--- src/rtl/xbar_cell_writer.sv ---
// Write-pulse sequencer for a ROWS x COLS memristive crossbar: one cell command per
// handshake, sequenced settle -> pulse -> hold, with a shadow map of programmed states.
module xbar_cell_writer #(
    parameter int ROWS       = 2,
    parameter int COLS       = 4,
    parameter int SETTLE_CYC = 2,
    parameter int PULSE_CYC  = 4,
    localparam int RW = (ROWS > 1) ? $clog2(ROWS) : 1,
    localparam int CW = (COLS > 1) ? $clog2(COLS) : 1
) (
    input  logic                 clk,
    input  logic                 rst_n,
    input  logic                 cmd_valid,
    output logic                 cmd_ready,
    input  logic [RW-1:0]        cmd_row,
    input  logic [CW-1:0]        cmd_col,
    input  logic                 cmd_set,
    output logic [ROWS-1:0]      row_sel,
    output logic [COLS-1:0]      col_sel,
    output logic                 wr_pol,
    output logic                 wr_en,
    output logic                 done,
    output logic                 err,
    output logic [ROWS*COLS-1:0] cfg_state,
    output logic [ROWS*COLS-1:0] cfg_known
);
    localparam int NCELL = ROWS * COLS;
    localparam int CMAX  = (SETTLE_CYC > PULSE_CYC) ? SETTLE_CYC : PULSE_CYC;
    localparam int CNTW  = (CMAX > 1) ? $clog2(CMAX) : 1;

    typedef enum logic [2:0] {IDLE, SETUP, PULSE, HOLD, DONE} state_t;

    state_t            state_q, state_d;
    logic [CNTW-1:0]   cnt_q, cnt_d;
    logic [RW-1:0]     row_q, row_d;
    logic [CW-1:0]     col_q, col_d;
    logic              pol_q, pol_d;
    logic [ROWS-1:0]   row_sel_q, row_sel_d;
    logic [COLS-1:0]   col_sel_q, col_sel_d;
    logic              wr_en_q, wr_en_d;
    logic              done_q, done_d;
    logic              err_q, err_d;
    logic [NCELL-1:0]  cfg_state_q, cfg_state_d;
    logic [NCELL-1:0]  cfg_known_q, cfg_known_d;
    logic [NCELL-1:0]  cell_mask;
    logic              accept;
    logic              range_bad;
    logic              sel_active;

    // Cell bit r*COLS+c of the latched target.
    for (genvar gi = 0; gi < NCELL; gi++) begin : g_mask
        assign cell_mask[gi] = (int'(row_q) == gi / COLS) && (int'(col_q) == gi % COLS);
    end

    assign accept    = cmd_valid && (state_q == IDLE);
    assign range_bad = (int'(cmd_row) >= ROWS) || (int'(cmd_col) >= COLS);

    always_comb begin
        state_d     = state_q;
        cnt_d       = cnt_q;
        row_d       = row_q;
        col_d       = col_q;
        pol_d       = pol_q;
        err_d       = 1'b0;
        cfg_state_d = cfg_state_q;
        cfg_known_d = cfg_known_q;
        case (state_q)
            IDLE: begin
                if (accept) begin
                    if (range_bad) begin
                        err_d = 1'b1;
                    end else begin
                        row_d   = cmd_row;
                        col_d   = cmd_col;
                        pol_d   = cmd_set;
                        state_d = SETUP;
                        cnt_d   = CNTW'(SETTLE_CYC - 1);
                    end
                end
            end
            SETUP: begin
                if (cnt_q == '0) begin
                    state_d = PULSE;
                    cnt_d   = CNTW'(PULSE_CYC - 1);
                end else begin
                    cnt_d = cnt_q - CNTW'(1);
                end
            end
            PULSE: begin
                if (cnt_q == '0) begin
                    state_d = HOLD;
                    cnt_d   = CNTW'(SETTLE_CYC - 1);
                end else begin
                    cnt_d = cnt_q - CNTW'(1);
                end
            end
            HOLD: begin
                if (cnt_q == '0) begin
                    state_d     = DONE;
                    cfg_state_d = (cfg_state_q & ~cell_mask) | (pol_q ? cell_mask : '0);
                    cfg_known_d = cfg_known_q | cell_mask;
                end else begin
                    cnt_d = cnt_q - CNTW'(1);
                end
            end
            DONE:    state_d = IDLE;
            default: state_d = IDLE;
        endcase
    end

    // Driver outputs are registered from the next state so they align with the state register.
    always_comb begin
        sel_active = (state_d == SETUP) || (state_d == PULSE) || (state_d == HOLD);
        row_sel_d  = sel_active ? (ROWS'(1) << row_d) : '0;
        col_sel_d  = sel_active ? (COLS'(1) << col_d) : '0;
        wr_en_d    = (state_d == PULSE);
        done_d     = (state_d == DONE);
    end

    always_ff @(posedge clk or negedge rst_n) begin
        if (!rst_n) begin
            state_q     <= IDLE;
            cnt_q       <= '0;
            row_q       <= '0;
            col_q       <= '0;
            pol_q       <= 1'b0;
            row_sel_q   <= '0;
            col_sel_q   <= '0;
            wr_en_q     <= 1'b0;
            done_q      <= 1'b0;
            err_q       <= 1'b0;
            cfg_state_q <= '0;
            cfg_known_q <= '0;
        end else begin
            state_q     <= state_d;
            cnt_q       <= cnt_d;
            row_q       <= row_d;
            col_q       <= col_d;
            pol_q       <= pol_d;
            row_sel_q   <= row_sel_d;
            col_sel_q   <= col_sel_d;
            wr_en_q     <= wr_en_d;
            done_q      <= done_d;
            err_q       <= err_d;
            cfg_state_q <= cfg_state_d;
            cfg_known_q <= cfg_known_d;
        end
    end

    assign cmd_ready = (state_q == IDLE);
    assign row_sel   = row_sel_q;
    assign col_sel   = col_sel_q;
    assign wr_pol    = pol_q;
    assign wr_en     = wr_en_q;
    assign done      = done_q;
    assign err       = err_q;
    assign cfg_state = cfg_state_q;
    assign cfg_known = cfg_known_q;
endmodule

--- config.mk ---
export PLATFORM = sky130hd
export DESIGN_NAME = xbar_cell_writer
export DESIGN_NICKNAME = d
export VERILOG_FILES = /design/src/rtl/xbar_cell_writer.sv
export SDC_FILE = /design/constraint.sdc
export NUM_CORES = 1
export LEC_CHECK = 0
export ABC_CLOCK_PERIOD_IN_PS = 2100
export CORE_ASPECT_RATIO = 0.5
export CORE_MARGIN = 3
export CORE_UTILIZATION = 48
export CTS_CLUSTER_SIZE = 24
export DETAILED_ROUTE_END_ITERATION = 8
export PLACE_DENSITY = 0.78
export SYNTH_ARGS = -nofsm -noshare
export SYNTH_HDL_FRONTEND = slang
export SYNTH_SLANG_ARGS = --single-unit
--- constraint.sdc ---
create_clock -name clk -period 2.1 [get_ports clk]
set_clock_uncertainty 0.05 [all_clocks]
set_input_delay 0.525 -clock clk [delete_from_list [all_inputs] [get_ports clk]]
set_output_delay 0.525 -clock clk [all_outputs]
set_load 0.01 [all_outputs]
==> metrics.md, run 1 <==
| Metric | Value |
|---|---|
| YS warnings | 0 |
| Detailed Place HPWL | about 1.9 mm |
| Final net count | 167 |
| I/O Pins | 34 |
| WP data required | 1.52 ns |
| Detail Route met2 WL | roughly 1.3 mm |
| Fraction of layout cells with a size suffix above 1 | about a quarter |
| Setup bufs post-CTS | 0 |
| Post-synth ARST share | 100% |
| Seq/Total Area, Yosys | around three fifths |
| Post-DR wirelength/cell | 13.8 microns |
| CP Class | reg2out |
| Mean area per synthesized cell | 12.3 sq um |
| Clk Tree Root Cell | clkbuf_8 |
| Num Clock Sinks | 33 |
| H-tree Lvls | 2 |
| Net Sw Power | approximately 930 uW |
| Sw Ratio | between 30% and 40% |
| Initial antenna violation count | 0 |
| Fill cell count | about 200 |
| Post-Syn Area | around 0.0014 sq mm |
| Worst setup SP type | flop |
| RSZ-0062 raised after global routing | no |
| Hold EP | cfg_known[1] |
| FF-to-FF path depth | 6 |
| Synth Flop Type | dfrtp_1 |
| Vias per cell | ~5.0 |
| Endpoints failing setup | 0 |
| Mapped Nets | between 100 and 150 |
| DRC errors left | 0 |
| R2R setup slack | about 0.26 ns |
| Gpl congestion | between 0.7 and 0.8 |
| GRT Resource Usage Total | 16.4% |
| Largest net degree at the start of global routing | 34 |
| ANT nets after route | 0 |
| Final Critical Period | about 2.1 ns |
| Most common cell after layout, fill and taps aside | dfrtp_1 |
| 1st-iter DRT viols | 58 |
| Port-buffer cells | 32 |
| Design area | between 0.0015 and 0.002 sq mm |
| DIE AREA | around 0.0037 sq mm |
| Initial cell density of the core | a little over half |
| Internal power | between 1.5 and 2 mW |
| Die height | between 40 and 50 microns |
| Total CTS buffers | 5 |
| Hold Path Class | reg2reg |
| Hold path start | cfg_known[1] |
| Overflow after GRT | 0 |
| Diode count | 0 |
| Final hold slack | 0.417 ns |
| Synth cell types | 33 |
| # rows | 13 |
| CP max FO | 5 |
| Seq cells post-synth | 33 |
| Commonest cells after routing, fill and taps aside | dfrtp_1 (33), clkdlybuf4s50_1 (32), mux2_2 (13) |
| Max layer used | met4 |
| Logic pwr share | 44.4% |
| Post-Synthesis Cells | around 120 |
| Hold-fix buffers, CTS | 0 |
| PD cells | between 1000 and 1500 mW/mm^2 |
| CP Capture Type | primary output |
| Global-route wire length before repair | about 4.5 mm |
| Final Power | between 2 and 3 mW |
| Post-CTS Resized | 0 |
| Worst Setup Slack, final | approximately 0.018 ns |
| Vias after detailed routing | ~970 |
| Met3 wire length | roughly 140 microns |
| Vias in the first global route | ~960 |
| Slew Limit Fails | 0 |
| Pleak | just under 0.9 nW |
| Wirelength, routed | around 2.7 mm |
| Tcrit/Tclk final | about 99% |
| Peak supply drop | roughly 0.68 mV |
| Clock share of power | 16.4% |
| Setup TNS | 0 ns |
| Core area | roughly 0.0027 sq mm |
| DP Area | between 0.0015 and 0.002 sq mm |
| Reg-to-Reg Start | cnt_q[0] |
| WP data arrival | roughly 1.5 ns |
| Detailed Routing Iterations Pass 1 | 4 |
| Sequential share of power | 39.1% |
| Pre-CTS WS | roughly 0.065 ns |
| Maximum clock frequency | 0.480 GHz |
| Clock Path Buffers | 2 |
| Clock transition at the registers of the reported paths | 0.06 ns |
| Skew-Pair Late Insertion Delay | roughly 0.28 ns |
| Die X | 82.9 microns |
| Number of synthesized flops with an enable pin | 0 |
| Hold Crit Depth | 1 |
| Total of max-cap violations | 0 |
| P&R area growth vs syn | 34.8% |
| CTS tree | done |
| Fin. Hold Viols | 0 |
| Met1 WL | 1.22 mm |
| Status | complete, no violations |
worst max path at each step:
stage / from / end / slack, ns / cells past startpoint
2_1_floorplan: cnt_q[0] / flop / 0.38 / 5
3_3_place_gp: cmd_valid / col_sel[3] / 0.10 / 5
3_5_place_dp: cmd_valid / col_sel[3] / 0.06 / 5
4_1_cts: state_q[2] / cmd_ready / 0.03 / 2
5_1_grt: state_q[2] / cmd_ready / 0.002 / 2
6_report: state_q[2] / cmd_ready / 0.02 / 2
worst max-delay path: stages (launching register included):
cell and delay (ns):
dfrtp_1 0.46, nor3_1 0.21, clkdlybuf4s50_1 0.56
kinds of logic (layout without fill, tap and decap cells):
kind of cell             after synthesis  count (layout)  synth area share [%]
other                                  1               1                 0.264
AO/OA/AOI/OAI                         10              10                  4.59
adder cells (fa/ha/maj)                2               2                  1.76
AND/OR/NAND/NOR                       42              42                  18.4
multiplexers                          16              16                  12.8
buffers and inverters                 11              54                  3.97
flip-flops                            33              33                  58.2
area by class of cell:
class / instances / area (sq um) / area share (%)
clock buffers: 7 / 86.3 / 4.51
multi-input cells: 71 / 537 / 28.1
inverters: 4 / 15.0 / 0.785
flip-flops and latches: 33 / 826 / 43.2
repair buffers: 43 / 403 / 21.1
well taps: 37 / 46.3 / 2.42
per-layer routing:
| metal | up-vias | track usage, % |
|---|---|---|
| met5 | - | 0 |
| met4 | 0 | 10.1 |
| met3 | 8 | 5.76 |
| met2 | 28 | 26.1 |
| met1 | 466 | 19.7 |
| li1 | 471 | - |
power by group through the flow:
stage / Combinational (mW) / Clock [mW] / Sequential, mW
6_report: 1.26 / 0.466 / 1.11
5_1_grt: 1.37 / 0.505 / 1.15
4_1_cts: 1.28 / 0.473 / 1.11
3_5_place_dp: 1.27 / 0 / 1.12
3_3_place_gp: 1.24 / 0 / 1.11
2_1_floorplan: 0.641 / 0 / 1.12
metrics by stage:
stage	util (%)	instances
finish	70.9	195
global route	70.9	195
CTS	70.9	195
detailed placement	67.7	188
global placement	67.7	188
floorplan	-	115
cells in the mapped netlist, types with 2 or more instances:
| cell type | count | area share [%] |
|---|---|---|
| a21oi_1 | 5 | 1.8 |
| buf_4 | 2 | 1.1 |
| clkbuf_1 | 4 | 1.1 |
| dfrtp_1 | 33 | 58 |
| ha_1 | 2 | 1.8 |
| inv_1 | 4 | 1.1 |
| mux2_2 | 13 | 10 |
| mux2i_1 | 2 | 1.4 |
| nand2_1 | 6 | 1.6 |
| nand2b_1 | 6 | 2.6 |
| nand3_1 | 2 | 0.71 |
| nand3b_1 | 2 | 1.1 |
| nor2_1 | 8 | 2.1 |
| nor2b_1 | 2 | 0.88 |
| nor3_1 | 2 | 0.71 |
| or2_2 | 5 | 2.2 |
Note: power is estimated with default switching activity, not from simulation.
==> inputs of run 2 (changes only) <==
CORE_UTILIZATION = 34   (was 48)
GPL_TIMING_DRIVEN = 0   (was unset)
PLACE_DENSITY = unset   (was 0.78)
SLEW_MARGIN = 20   (was unset)
==> run 2 against run 1 <==
Net effect:
- design area decreased by 0.39%
- global-route usage fell by 4.8 points
- clock power is 7.5% lower
- non-clock buffer count decreased by 3
- hold slack worse by 0.35 ns
- via count fell by 2.4%
- sequential share of layout area up 0.17 points
- combinational power about the same
- critical path depth up 2
- setup slack better by 0.081 ns
- first-iteration DRC count decreased by 33%
- utilization decreased by 20 points
- largest power group unchanged
==> metrics.md, run 2 (same netlist as run 1, synthesis figures left out) <==
| Metric | Value |
|---|---|
| Post-DR wirelength/cell | 13.2 microns (was 13.8 microns) |
| Final Power | 2.74 mW (was 2.84 mW) |
| PD cells | 1440 mW/mm^2 (was 1480 mW/mm^2) |
| Worst-Margin Slew | between 0.6 and 0.7 ns |
| CP max FO | 9 (was 5) |
| Overflow after GRT | 0 (unchanged) |
| Non-filler cells, final | 205 (was 195) |
| Total CTS buffers | 5 (unchanged) |
| Final net count | 164 (was 167) |
| Largest net degree at the start of global routing | 24 (was 34) |
| Peak supply drop | 0.579 mV (was 0.678 mV) |
| Core area | 0.00372 sq mm (was 0.00270 sq mm) |
| Global-route wire length before repair | 4.51 mm (was 4.47 mm) |
| P&R area growth vs syn | 34.3% (was 34.8%) |
| Grt met1 use | 14.4% (was 19.7%) |
| Commonest cells after routing, fill and taps aside | dfrtp_1 (33), clkdlybuf4s50_1 (30), mux2_2 (13) (was dfrtp_1 (33), clkdlybuf4s50_1 (32), mux2_2 (13)) |
| Design area | 0.00191 sq mm (about the same) |
| DP Area | 0.00183 sq mm (about the same) |
| Maximum clock frequency | 0.500 GHz (was 0.480 GHz) |
| Worst slew margin | between 50% and 60% |
| Port-buffer cells | 32 (unchanged) |
| Pleak | 0.873 nW (was 0.891 nW) |
| Initial antenna violation count | 0 (unchanged) |
| CP endpoint | row_sel[1] (was cmd_ready) |
| Clock transition at the registers of the reported paths | 0.07 ns (was 0.06 ns) |
| WP data arrival | 2.12 ns (was 1.51 ns) |
| Hold-fix buffers, CTS | 0 (unchanged) |
| I/O Pins | 34 (unchanged) |
| Most common cell after layout, fill and taps aside | dfrtp_1 (unchanged) |
| Final Critical Period | 2.00 ns (was 2.08 ns) |
| Placed cell count | 199 (was 188) |
| Clk Tree Root Cell | clkbuf_8 (unchanged) |
| R2R setup slack | 0.19 ns (was 0.26 ns) |
| Worst Setup Slack, final | 0.0988 ns (was 0.0179 ns) |
| CP Capture Type | flop (was primary output) |
| Worst setup SP type | input pin (was flop) |
| Hold Path Class | in2async (was reg2reg) |
| Die height | 51.7 microns (was 44.4 microns) |
| Slew Limit Fails | 0 (unchanged) |
| Clock Path Buffers | 2 (unchanged) |
| CP Class | in2reg (was reg2out) |
| WP data required | 2.22 ns (was 1.52 ns) |
| Pre-CTS WS | -0.191 ns (was 0.0647 ns) |
| Final hold slack | 0.0680 ns (was 0.417 ns) |
| Total of max-cap violations | 0 (unchanged) |
| Diode count | 0 (unchanged) |
| # rows | 15 (was 13) |
| Gpl congestion | 0.771 (was 0.792) |
| Vias per cell | 4.63 (was 4.99) |
| Gr busiest metal | met2 (unchanged) |
| Final core utilization | 51.3% (was 70.9%) |
| Setup bufs post-CTS | 0 (unchanged) |
| GR Util met3 | 4.28% (was 5.76%) |
| DIE AREA | 0.00503 sq mm (was 0.00368 sq mm) |
| Fraction of layout cells with a size suffix above 1 | 23.4% (was 25.3%) |
| Critical Path Source | cmd_valid (was state_q[2]) |
| Tcrit/Tclk final | 95.3% (was 99.1%) |
| H-tree Lvls | 2 (unchanged) |
| DRC errors left | 0 (unchanged) |
| Fin. Hold Viols | 0 (unchanged) |
| Wirelength, routed | 2.70 mm (was 2.69 mm) |
| GRT Resource Usage Total | 11.6% (was 16.4%) |
| Vias after detailed routing | 950 (was 973) |
| ANT nets after route | 0 (unchanged) |
| Die X | 97.4 microns (was 82.9 microns) |
| Initial cell density of the core | 38.2% (was 52.5%) |
| Num Clock Sinks | 33 (unchanged) |
| RSZ-0062 raised after global routing | no (unchanged) |
| Status | complete, no violations (unchanged) |
| M2 GR Usage | 18.8% (was 26.1%) |
| CTS tree | done (unchanged) |
| 1st-iter DRT viols | 39 (was 58) |
| FF-to-FF path depth | 5 (was 6) |
| Endpoints failing setup | 0 (unchanged) |
| Vias in the first global route | 978 (was 957) |
| Reg-to-Reg Start | cnt_q[0] (unchanged) |
| Setup TNS | 0 ns (unchanged) |
| Detailed Routing Iterations Pass 1 | 4 (unchanged) |
| Detailed Place HPWL | 1.92 mm (about the same) |
| Skew-Pair Late Insertion Delay | 0.28 ns (about the same) |
-- run 2: changes by cell type in the layout (fill, tap and decap cells not counted), sizes merged --
cell	previous run	this run
clkdlybuf4s50	32	30
clkinv	0	1
dlygate4sd2	0	1
clkbuf	7	9
buf	11	5
-- run 2: power breakdown --
part,internal (mW),switching (mW),total [mW],leakage [nW]
clock,0.218,0.213,0.431,0.0399
sequential,0.895,0.143,1.04,0.423
combinational,0.697,0.575,1.27,0.410
total,1.81,0.932,2.74,0.873
-- run 2: cell type report --
type | instances | area [sq um]
clock inverter | 1 | 5.00
tap | 51 | 63.8
multi-input combinational | 71 | 543
buffer | 7 | 42.5
fill | 336 | 1810
timing repair buffer | 33 | 342
inverter | 4 | 15.0
clock buffer | 5 | 68.8
sequential | 33 | 826
-- run 2: layer usage --
metal	part of all wire, %	up-vias
met5	0	-
met4	0	0
li1	-	467
met2	47	23
met3	5.5	0
met1	47	460
-- run 2: critical path, cell delays in order --
cell and delay, ns:
clkdlybuf4s50_1 0.52, nor4b_4 0.55, mux2_4 0.37, and2b_1 0.16
-- run 2: worst min-delay path by stage --
| stage | start | to | slack (ns) | depth (start not counted) |
|---|---|---|---|---|
| 3_5_place_dp | rst_n | cfg_known[7] | 0.37 | 1 |
| 5_1_grt | rst_n | asynchronous set/reset pin | 0.08 | 1 |
| 3_3_place_gp | cfg_known[4] | cfg_known[4] | 0.40 | 1 |
| 2_1_floorplan | rst_n | asynchronous set/reset pin | 0.18 | 0 |
| 6_report | rst_n | cfg_known[7] | 0.07 | 1 |
| 4_1_cts | rst_n | cfg_known[7] | 0.07 | 1 |
-- run 2: repair_timing --
item	in CTS	in global routing
resized for setup	2	1
cloned	0	0
pin swaps	0	0
endpoints found under the setup margin	1	1
==> inputs of run 3 (changes only) <==
CORE_UTILIZATION = 48   (was 34)
PLACE_DENSITY = 0.78   (was unset)
==> run 3 against run 2 <==
Net effect:
- flip-flop and latch count did not move
- total power rose by 5.5%
- critical path depth stayed put
- highest routed layer is now met4
- combinational power about the same
- clock power grew 40%
- critical path type unchanged
==> metrics.md, run 3 (same netlist as run 1, synthesis figures left out) <==
| Metric | Value |
|---|---|
| Detailed Routing Iterations Pass 1 | 4 (unchanged) |
| Commonest cells after routing, fill and taps aside | dfrtp_1 (33), clkdlybuf4s50_1 (30), mux2_2 (13) (unchanged) |
| Vias after detailed routing | 945 (was 950) |
| Diode count | 0 (unchanged) |
| DRC errors left | 0 (unchanged) |
| ANT nets after route | 0 (unchanged) |
| Post-DR wirelength/cell | 12.9 microns (was 13.2 microns) |
| Detailed Place HPWL | 1.72 mm (was 1.92 mm) |
| Pre-CTS WS | -0.214 ns (was -0.191 ns) |
| Peak supply drop | 0.684 mV (was 0.579 mV) |
| Clock share of power | 20.8% (was 15.7%) |
| CTS tree | done (unchanged) |
| Critical Path Max Stage Delay | 0.57 ns (was 0.55 ns) |
| Gpl congestion | 0.701 (was 0.771) |
| Final hold slack | 0.252 ns (was 0.0680 ns) |
| Die X | 82.9 microns (was 97.4 microns) |
| RSZ-0062 raised after global routing | no (unchanged) |
| Initial antenna violation count | 0 (unchanged) |
| DIE AREA | 0.00368 sq mm (was 0.00503 sq mm) |
| Internal power | 1.97 mW (was 1.81 mW) |
| Final Power | 2.89 mW (was 2.74 mW) |
| Fin. Hold Viols | 0 (unchanged) |
| Initial cell density of the core | 52.5% (was 38.2%) |
| Setup bufs post-CTS | 0 (unchanged) |
| Port-buffer cells | 32 (unchanged) |
| Slew Limit Fails | 0 (unchanged) |
| P&R area growth vs syn | 34.1% (was 34.3%) |
| FF-to-FF path depth | 6 (was 5) |
| Worst path cell trace | clkdlybuf4s50_1 > nor4b_4 > mux2_4 > and2b_1 (unchanged) |
| DP Area | 0.00178 sq mm (was 0.00183 sq mm) |
| Clock Path Buffers | 2 (unchanged) |
| CP Capture Type | flop (unchanged) |
| Sw Ratio | 31.8% (was 34.0%) |
| Worst setup SP type | input pin (unchanged) |
| Design area | 0.00190 sq mm (was 0.00191 sq mm) |
| Overflow after GRT | 0 (unchanged) |
| Net Sw Power | 919 uW (was 932 uW) |
| WP data arrival | 2.15 ns (was 2.12 ns) |
| Hold Path Class | in2async (unchanged) |
| Total of max-cap violations | 0 (unchanged) |
| Core area | 0.00270 sq mm (was 0.00372 sq mm) |
| CP Class | in2reg (unchanged) |
| Num Clock Sinks | 33 (unchanged) |
| Die height | 44.4 microns (was 51.7 microns) |
| Status | complete, no violations (unchanged) |
| Endpoints failing setup | 0 (unchanged) |
| Total CTS buffers | 5 (unchanged) |
| Vias per cell | 4.92 (was 4.63) |
| WP data required | 2.22 ns (about the same) |
| Logic pwr share | 43.5% (was 46.4%) |
| Clk Tree Root Cell | clkbuf_8 (unchanged) |
| Worst Setup Slack, final | 0.0690 ns (was 0.0988 ns) |
| Maximum clock frequency | 0.492 GHz (was 0.500 GHz) |
| R2R setup slack | 0.20 ns (was 0.19 ns) |
| Wirelength, routed | 2.48 mm (was 2.70 mm) |
| Largest net degree at the start of global routing | 34 (was 24) |
| GRT Resource Usage Total | 14.9% (was 11.6%) |
| CP max FO | 9 (unchanged) |
| Critical-path cell with the highest stage delay | nor4b_4 (unchanged) |
| Fill cell count | 206 (was 336) |
| Worst slew margin | 52.0% (was 57.6%) |
| Final net count | 163 (was 164) |
| 1st-iter DRT viols | 20 (was 39) |
| H-tree Lvls | 2 (unchanged) |
| Vias in the first global route | 937 (was 978) |
| PD cells | 1520 mW/mm^2 (was 1440 mW/mm^2) |
| Final Critical Period | 2.03 ns (was 2.00 ns) |
| Skew-Pair Late Insertion Delay | 0.28 ns (about the same) |
| Worst-Margin Slew | 0.720 ns (was 0.632 ns) |
| # rows | 13 (was 15) |
| Fraction of layout cells with a size suffix above 1 | 23.2% (was 23.4%) |
| Final core utilization | 70.5% (was 51.3%) |
| Most common cell after layout, fill and taps aside | dfrtp_1 (unchanged) |
| Pleak | 0.879 nW (was 0.873 nW) |
| Reg-to-Reg Start | cnt_q[0] (unchanged) |
| I/O Pins | 34 (unchanged) |
| Global-route wire length before repair | 4.19 mm (was 4.51 mm) |
| Sequential share of power | 35.7% (was 37.9%) |
| Tcrit/Tclk final | 96.7% (was 95.3%) |
| Clock transition at the registers of the reported paths | 0.06 ns (was 0.07 ns) |
-- run 3: cell count changes in the layout (fill, tap and decap cells not counted), sizes merged --
cell / change
clkbuf: +2
buf: -1
bufinv: +1
clkinv: -1
-- run 3: per-stage QoR --
stage / setup TNS, ns / cells
CTS: 0 / 192
global route: 0 / 192
finish: 0 / 192
detailed placement: -0.948 / 184
global placement: -5.56 / 184
floorplan: 0 / 115
-- run 3: how the worst max path moves through the flow --
stage	start	endpoint	slack, ns
floorplan	cnt_q[0]	flop	0.38
global placement	cmd_valid	row_sel[1]	-0.20
detailed placement	cmd_valid	row_sel[1]	-0.21
CTS	cmd_valid	row_sel[1]	0.08
global route	cmd_valid	row_sel[1]	0.009
finish	cmd_valid	row_sel[1]	0.07
-- run 3: worst max-delay path, delay by kind of cell --
kind                   cells  cell delay, ns
buffers and inverters      1            0.53
muxes                      1            0.36
and+or+nand+nor            2            0.72
-- run 3: timing repair --
| item | 4_1_cts | 5_1_grt |
|---|---|---|
| hold buffers | 0 | 0 |
| pin swaps | 0 | 0 |
| endpoints found under the setup margin | 1 | 1 |
| resized for setup | 2 | 1 |
-- run 3: final cells by class --
| class | instances | area [sq um] | area share [%] |
|---|---|---|---|
| inverters | 4 | 15.0 | 0.789 |
| flip-flops and latches | 33 | 826 | 43.4 |
| well taps | 37 | 46.3 | 2.43 |
| multi-input cells | 71 | 543 | 28.5 |
| clock inverters | 1 | 30.0 | 1.58 |
| clock buffers | 7 | 86.3 | 4.54 |
| plain buffers | 7 | 42.5 | 2.24 |
| repair buffers | 32 | 314 | 16.5 |
-- run 3: routing by layer --
metal | up-vias | global-route usage [%] | part of all wire [%]
met5 | - | 0 | 0
met4 | 0 | 7.82 | 1.7
met3 | 5 | 4.65 | 4.0
met2 | 21 | 25.0 | 46
met1 | 453 | 18.0 | 48
li1 | 466 | - | -
-- run 3: power by group through the flow --
stage / sequential [mW] / combinational [mW] / clock, mW
after CTS: 1.04 / 1.26 / 0.620
final: 1.03 / 1.26 / 0.602
after global routing: 1.07 / 1.36 / 0.651
after global placement: 1.04 / 1.24 / 0
after detailed placement: 1.05 / 1.26 / 0
after floorplan: 1.12 / 0.641 / 0
